File: config.mk
export PLATFORM = sky130hd
export DESIGN_NAME = apb_req_master_flat
export DESIGN_NICKNAME = d
export VERILOG_FILES = /design/src/rtl/apb_req_master_if.sv /design/src/rtl/apb_req_master.sv /design/src/flat_wrapper.sv
export SDC_FILE = /design/constraint.sdc
export NUM_CORES = 1
export LEC_CHECK = 0
export CAP_MARGIN = 10
export CORE_AREA = 2 2 102 104
export CTS_CLUSTER_DIAMETER = 50
export DETAILED_ROUTE_END_ITERATION = 16
export DIE_AREA = 0 0 104 106
export GPL_TIMING_DRIVEN = 0
export PLACE_DENSITY_LB_ADDON = 0.3
export SLEW_MARGIN = 30
export SYNTH_ARGS = -nofsm -noshare
export SYNTH_HDL_FRONTEND = slang
export SYNTH_SLANG_ARGS = --single-unit
File: constraint.sdc
create_clock -name clk -period 2.2 [get_ports clk]
set_input_delay 0.66 -clock clk [delete_from_list [all_inputs] [get_ports clk]]
set_output_delay 0.66 -clock clk [all_outputs]
set_load 0.05 [all_outputs]
File: src/rtl/apb_req_master_if.sv
// Bundles the request, response and APB signals of apb_req_master.
// Latency: none; this file only declares wires.
// Backpressure: req_ready/rsp_ready handshakes, pready on the APB side.
//
// Signals:
//   req_valid/req_ready/req_write/req_addr/req_wdata  upstream request channel
//   rsp_valid/rsp_ready/rsp_rdata/rsp_err/rsp_timeout response channel
//   paddr/pwrite/pwdata/psel/penable                 APB requester outputs
//   prdata/pready/pslverr                            APB completer returns
// Modports: master = the bridge itself, slave = the environment around it.
interface apb_req_master_if #(
  parameter int ADDR_W = 16
) ();
  logic              req_valid;
  logic              req_ready;
  logic              req_write;
  logic [ADDR_W-1:0] req_addr;
  logic [31:0]       req_wdata;

  logic              rsp_valid;
  logic              rsp_ready;
  logic [31:0]       rsp_rdata;
  logic              rsp_err;
  logic              rsp_timeout;

  logic [ADDR_W-1:0] paddr;
  logic              pwrite;
  logic [31:0]       pwdata;
  logic              psel;
  logic              penable;
  logic [31:0]       prdata;
  logic              pready;
  logic              pslverr;

  modport master (
    input  req_valid, req_write, req_addr, req_wdata, rsp_ready,
           prdata, pready, pslverr,
    output req_ready, rsp_valid, rsp_rdata, rsp_err, rsp_timeout,
           paddr, pwrite, pwdata, psel, penable
  );

  modport slave (
    output req_valid, req_write, req_addr, req_wdata, rsp_ready,
           prdata, pready, pslverr,
    input  req_ready, rsp_valid, rsp_rdata, rsp_err, rsp_timeout,
           paddr, pwrite, pwdata, psel, penable
  );
endinterface

File: src/rtl/apb_req_master.sv
// Converts single valid/ready requests into APB transfers with an ACCESS timeout.
// Latency: accept at N -> SETUP N+1 -> ACCESS N+2.. -> response one cycle after completion.
// Backpressure: one transfer in flight; RESP holds until rsp_ready, req_ready only in IDLE.
//
// Ports:
//   clk    rising-edge clock
//   rst_n  asynchronous active-low reset
//   bus    apb_req_master_if.master: request channel in, response channel out,
//          APB requester signals out, completer response in
// Parameters: ADDR_W address width, TIMEOUT ACCESS-cycle limit (0 = never abort),
//             TO_W counter width (TIMEOUT must fit).
module apb_req_master #(
  parameter int ADDR_W  = 16,
  parameter int TIMEOUT = 255,
  parameter int TO_W    = 8
) (
  input  logic             clk,
  input  logic             rst_n,
  apb_req_master_if.master bus
);

  localparam logic [1:0] S_IDLE   = 2'd0;
  localparam logic [1:0] S_SETUP  = 2'd1;
  localparam logic [1:0] S_ACCESS = 2'd2;
  localparam logic [1:0] S_RESP   = 2'd3;

  localparam logic [TO_W-1:0] TO_LIM = TO_W'(TIMEOUT);
  localparam bit              TO_EN  = (TIMEOUT != 0);

  logic [1:0]        state;
  logic              req_ready_q;
  logic              psel_q;
  logic              penable_q;
  logic              pwrite_q;
  logic [ADDR_W-1:0] paddr_q;
  logic [31:0]       pwdata_q;
  logic              rsp_valid_q;
  logic              rsp_err_q;
  logic              rsp_timeout_q;
  logic [31:0]       rsp_rdata_q;
  logic [TO_W-1:0]   to_cnt;

  always_ff @(posedge clk or negedge rst_n) begin
    if (!rst_n) begin
      state         <= S_IDLE;
      req_ready_q   <= 1'b0;
      psel_q        <= 1'b0;
      penable_q     <= 1'b0;
      pwrite_q      <= 1'b0;
      paddr_q       <= '0;
      pwdata_q      <= '0;
      rsp_valid_q   <= 1'b0;
      rsp_err_q     <= 1'b0;
      rsp_timeout_q <= 1'b0;
      rsp_rdata_q   <= '0;
      to_cnt        <= '0;
    end else begin
      case (state)
        S_IDLE: begin
          // req_ready is registered, so it rises on the first edge after reset.
          req_ready_q <= 1'b1;
          if (bus.req_valid && req_ready_q) begin
            req_ready_q <= 1'b0;
            paddr_q     <= bus.req_addr;
            pwrite_q    <= bus.req_write;
            pwdata_q    <= bus.req_wdata;
            psel_q      <= 1'b1;
            penable_q   <= 1'b0;
            state       <= S_SETUP;
          end
        end

        S_SETUP: begin
          penable_q <= 1'b1;
          to_cnt    <= '0;
          state     <= S_ACCESS;
        end

        S_ACCESS: begin
          // pready wins over the limit, so a completion on the last allowed
          // cycle is reported as a normal transfer.
          if (bus.pready) begin
            psel_q        <= 1'b0;
            penable_q     <= 1'b0;
            rsp_valid_q   <= 1'b1;
            rsp_rdata_q   <= pwrite_q ? 32'd0 : bus.prdata;
            rsp_err_q     <= bus.pslverr;
            rsp_timeout_q <= 1'b0;
            state         <= S_RESP;
          end else if (TO_EN && (to_cnt == TO_LIM)) begin
            psel_q        <= 1'b0;
            penable_q     <= 1'b0;
            rsp_valid_q   <= 1'b1;
            rsp_rdata_q   <= 32'd0;
            rsp_err_q     <= 1'b1;
            rsp_timeout_q <= 1'b1;
            state         <= S_RESP;
          end else begin
            to_cnt <= to_cnt + 1'b1;
          end
        end

        S_RESP: begin
          if (bus.rsp_ready) begin
            rsp_valid_q <= 1'b0;
            req_ready_q <= 1'b1;
            state       <= S_IDLE;
          end
        end

        default: state <= S_IDLE;
      endcase
    end
  end

  assign bus.req_ready   = req_ready_q;
  assign bus.psel        = psel_q;
  assign bus.penable     = penable_q;
  assign bus.pwrite      = pwrite_q;
  assign bus.paddr       = paddr_q;
  assign bus.pwdata      = pwdata_q;
  assign bus.rsp_valid   = rsp_valid_q;
  assign bus.rsp_err     = rsp_err_q;
  assign bus.rsp_timeout = rsp_timeout_q;
  assign bus.rsp_rdata   = rsp_rdata_q;

endmodule
File: src/flat_wrapper.sv
// flat-port wrapper written by rule: the top's interface ports become plain ports
module apb_req_master_flat 
#(
  parameter int ADDR_W  = 16,
  parameter int TIMEOUT = 255,
  parameter int TO_W    = 8
)
  (clk, rst_n, bus_req_valid, bus_req_write, bus_req_addr, bus_req_wdata, bus_rsp_ready, bus_prdata, bus_pready, bus_pslverr, bus_req_ready, bus_rsp_valid, bus_rsp_rdata, bus_rsp_err, bus_rsp_timeout, bus_paddr, bus_pwrite, bus_pwdata, bus_psel, bus_penable);
  apb_req_master_if #(.ADDR_W(ADDR_W)) bus_i ();
  input  logic clk;
  input  logic rst_n;
  input wire logic [$bits(bus_i.req_valid)-1:0] bus_req_valid;
  input wire logic [$bits(bus_i.req_write)-1:0] bus_req_write;
  input wire logic [$bits(bus_i.req_addr)-1:0] bus_req_addr;
  input wire logic [$bits(bus_i.req_wdata)-1:0] bus_req_wdata;
  input wire logic [$bits(bus_i.rsp_ready)-1:0] bus_rsp_ready;
  input wire logic [$bits(bus_i.prdata)-1:0] bus_prdata;
  input wire logic [$bits(bus_i.pready)-1:0] bus_pready;
  input wire logic [$bits(bus_i.pslverr)-1:0] bus_pslverr;
  output wire logic [$bits(bus_i.req_ready)-1:0] bus_req_ready;
  output wire logic [$bits(bus_i.rsp_valid)-1:0] bus_rsp_valid;
  output wire logic [$bits(bus_i.rsp_rdata)-1:0] bus_rsp_rdata;
  output wire logic [$bits(bus_i.rsp_err)-1:0] bus_rsp_err;
  output wire logic [$bits(bus_i.rsp_timeout)-1:0] bus_rsp_timeout;
  output wire logic [$bits(bus_i.paddr)-1:0] bus_paddr;
  output wire logic [$bits(bus_i.pwrite)-1:0] bus_pwrite;
  output wire logic [$bits(bus_i.pwdata)-1:0] bus_pwdata;
  output wire logic [$bits(bus_i.psel)-1:0] bus_psel;
  output wire logic [$bits(bus_i.penable)-1:0] bus_penable;
  assign bus_i.req_valid = bus_req_valid;
  assign bus_i.req_write = bus_req_write;
  assign bus_i.req_addr = bus_req_addr;
  assign bus_i.req_wdata = bus_req_wdata;
  assign bus_i.rsp_ready = bus_rsp_ready;
  assign bus_i.prdata = bus_prdata;
  assign bus_i.pready = bus_pready;
  assign bus_i.pslverr = bus_pslverr;
  assign bus_req_ready = bus_i.req_ready;
  assign bus_rsp_valid = bus_i.rsp_valid;
  assign bus_rsp_rdata = bus_i.rsp_rdata;
  assign bus_rsp_err = bus_i.rsp_err;
  assign bus_rsp_timeout = bus_i.rsp_timeout;
  assign bus_paddr = bus_i.paddr;
  assign bus_pwrite = bus_i.pwrite;
  assign bus_pwdata = bus_i.pwdata;
  assign bus_psel = bus_i.psel;
  assign bus_penable = bus_i.penable;
  apb_req_master #(.ADDR_W(ADDR_W), .TIMEOUT(TIMEOUT), .TO_W(TO_W)) u_core (.clk(clk), .rst_n(rst_n), .bus(bus_i));
endmodule
==> results.txt <==
Status - finished clean
CP max stage delay - 0.80 ns
Initial DRC count - 109
Final setup margin - 0.0419 ns
Tightest Pin Transition - 0.565 ns
Die Y - 106 µm
Reg power frac - 28.5%
Required @ worst endpoint - 1.54 ns
Drt pass-1 iters - 4
Largest net degree at the start of global routing - 51
Top cells by count, synth - dfrtp_1 (97), mux2_2 (51), inv_1 (35)
Crit start category - register
Fin. Hold Viols - 0
CTS tree - done
GRT overflow - 0
DR vias - 3272
Metal-1 WL - 4390 µm
Int Power - 5340 µW
Cell Pwr Density - 1620 nW/µm²
Critical Path, Cell by Cell - clkdlybuf4s50_1
Clock skew - 0.0128 ns
# clock sinks - 97
Setup CP Type - register to output port
Share of layout cells above drive strength 1 - 22.7%
RSZ-0062 raised after global routing - false
Syn Nets - 423
Max Root-Sink Buffers - 2
Final WL - 10400 µm
Seq/Total Area, Yosys - 58.1%
Max rail drop VDD - 0.000956 V
Slowest cell on crit path - clkdlybuf4s50_1
Post-Syn Area - 4180 µm²
Met2 wire len - 4820 µm
Area contributors post-synth - dfrtp_1 (58%), mux2_2 (14%), o21ai_2 (6.3%), nand4_1 (4.9%), inv_1 (3.1%)
Pre-CTS WS - -0.100 ns
Final Wtd Congestion - 0.740
Clk_lat worst skew - 0.36 ns
DRC - 0
Root buffer cell - clkbuf_8
Initial core utilization - 41.8%
Clock Power Share - 13.5%
Final core utilization - 63.7%
Detailed-placement wirelength estimate - 7720 µm
Fmax - 0.463 GHz
CORE AREA - 10000 µm²
Vias in the first global route - 3454
Area Overhead vs Synth - 52.3%
Final setup fails - 0
Critical path's top delay family - buffers and inverters
Netlist cell types - 36
Die Area - 11000 µm²
Slew HR - 62.5%
Non-filler instance count after layout - 656
Top sig layer - met4
Cells after synthesis - 331
Combinational power share - 58.0%
Clock transition at path regs - 0.08 ns
Bufs and invs on worst path - 1
First-pass GRT wire length - 17200 µm
Top-count cell post-synth - dfrtp_1
Post-layout nets - 608
N_diodes - 0
Initial antenna violation count - 0
Number of synthesized register bits - 97
Inst Count DP - 641
Hold Buf Count CTS - 0
Chip width - 104 µm
Tcrit/Tclk final - 98.1%
Crit Path Max Fanout - 2
Psw - 4970 µW
Met3 wire length - 936 µm
Final min period - 2.16 ns
Crit end category - output port
Synth warn - 0
Max-Cap Viols - 0
Rows - 37
Inserted Clock Buffers - 9
Hold crit path type - primary input to asynchronous set/reset pin
Post-synth EDFFs - 0
Slew Viols, Final - 0
Worst path arrival time - 1.50 ns
Postcts setup bufs - 0
ANT nets after route - 0
Total GRT Usage - 19.5%
Post-synth ARST share - 100%
Post-synth top area share - 58.1%
Port bufs - 173
Yosys top cell by area - dfrtp_1
Via/cell ratio - 4.99
Htree depth - 3
WL/cell - 15.8 µm
Leakage - 0.00323 µW
Switching part of the total - 48.2%
I/O pin count - 174
Predominant post-synthesis flop cell - dfrtp_1
Mapped Avg Cell Area - 12.6 µm²
==> per-layer routing <==
layer  vias to the layer above  track usage (%)
met5                         -                0
met4                         0             8.01
met3                        16             6.74
met2                       148             30.5
met1                      1580             24.9
li1                       1528                -
==> cell type report <==
| cell class | count | area, µm² |
|---|---|---|
| plain buffers | 22 | 168 |
| fillers | 811 | 3630 |
| repair buffers | 174 | 1770 |
| clock buffers | 10 | 138 |
| flip-flops and latches | 97 | 2430 |
| well taps | 136 | 170 |
| multi-input cells | 177 | 1450 |
| clock inverters | 5 | 104 |
| inverters | 35 | 131 |
==> cell usage in the layout (no fill, tap or decap), types with 2 or more instances in the layout <==
cell type,count
clkbuf_1,5
mux2_2,51
and3_1,3
nand2b_1,3
o21ai_0,5
o22a_1,2
a21oi_1,4
dlymetal6s2s_1,32
buf_4,2
inv_1,35
clkbuf_8,10
nand2_1,13
o21ai_2,30
dlygate4sd2_1,53
a31oi_1,6
clkdlybuf4s50_1,87
buf_2,8
a22o_1,2
bufinv_16,3
nand4_1,33
nand3_1,6
ha_1,5
dfrtp_1,97
buf_6,3
buf_12,3
==> what timing repair did <==
| item | 4_1_cts | 5_1_grt |
|---|---|---|
| hold endpoints to repair | 0 | 0 |
| resized for setup | 53 | 32 |
| gates cloned | 0 | 0 |
| endpoints found under the setup margin | 53 | 32 |
==> sequential cells by signal (all words and copies together), names as in the netlist <==
name                    count
u_core.bus.pwdata          32
u_core.bus.rsp_err          1
u_core.bus.penable          1
u_core.bus.paddr           16
u_core.state                2
u_core.bus.pwrite           1
u_core.bus.rsp_timeout      1
u_core.bus.rsp_rdata       32
u_core.bus.rsp_valid        1
u_core.to_cnt               8
u_core.bus.psel             1
u_core.bus.req_ready        1
==> power by group through the flow <==
| stage | logic [µW] | clock network, µW | registers [µW] |
|---|---|---|---|
| floorplan | 1790 | 0 | 5450 |
| global placement | 6260 | 0 | 2960 |
| detailed placement | 6350 | 0 | 3000 |
| CTS | 6070 | 1420 | 2960 |
| global route | 6310 | 1490 | 3040 |
| finish | 5980 | 1390 | 2940 |
==> path summary, 6_finish.rpt <==
check / startpoint / slack, ns / endpoint / cells past startpoint
worst max register to register: u_core.state[0] / 0.38 / u_core.bus.rsp_rdata[23] / 6
worst min register to register: u_core.to_cnt[7] / 0.50 / u_core.to_cnt[7] / 1
min in group clk: u_core.to_cnt[7] / 0.50 / u_core.to_cnt[7] / 1
worst min-delay path: rst_n / 0.24 / u_core.bus.rsp_rdata[26] / 1
worst max-delay path: u_core.bus.pwdata[17] / 0.04 / bus_pwdata[17] / 1
max in group asynchronous: rst_n / 1.38 / u_core.bus.rsp_rdata[16] / 2
==> metrics by stage <==
step,setup TNS [ns],total power (µW),hold WS (ns),area (µm²)
2_1_floorplan,0,7230,0.364,4180
3_3_place_gp,-310.50,9220,0.460,6080
3_5_place_dp,-2.25,9350,0.477,6110
4_1_cts,0,10400,0.246,6290
5_1_grt,0,10800,0.272,6370
6_report,0,10300,0.244,6370
==> kinds of logic after synthesis <==
group	Yosys count	synth area share (%)
DFF	97	58.1
buffers and inverters	57	7.15
and+or+nand+nor	65	8.89
AOI/OAI and AO/OA	55	10.4
adders and majority gates	5	1.50
muxes	52	14.0
Power figures use the tool's default switching activity.
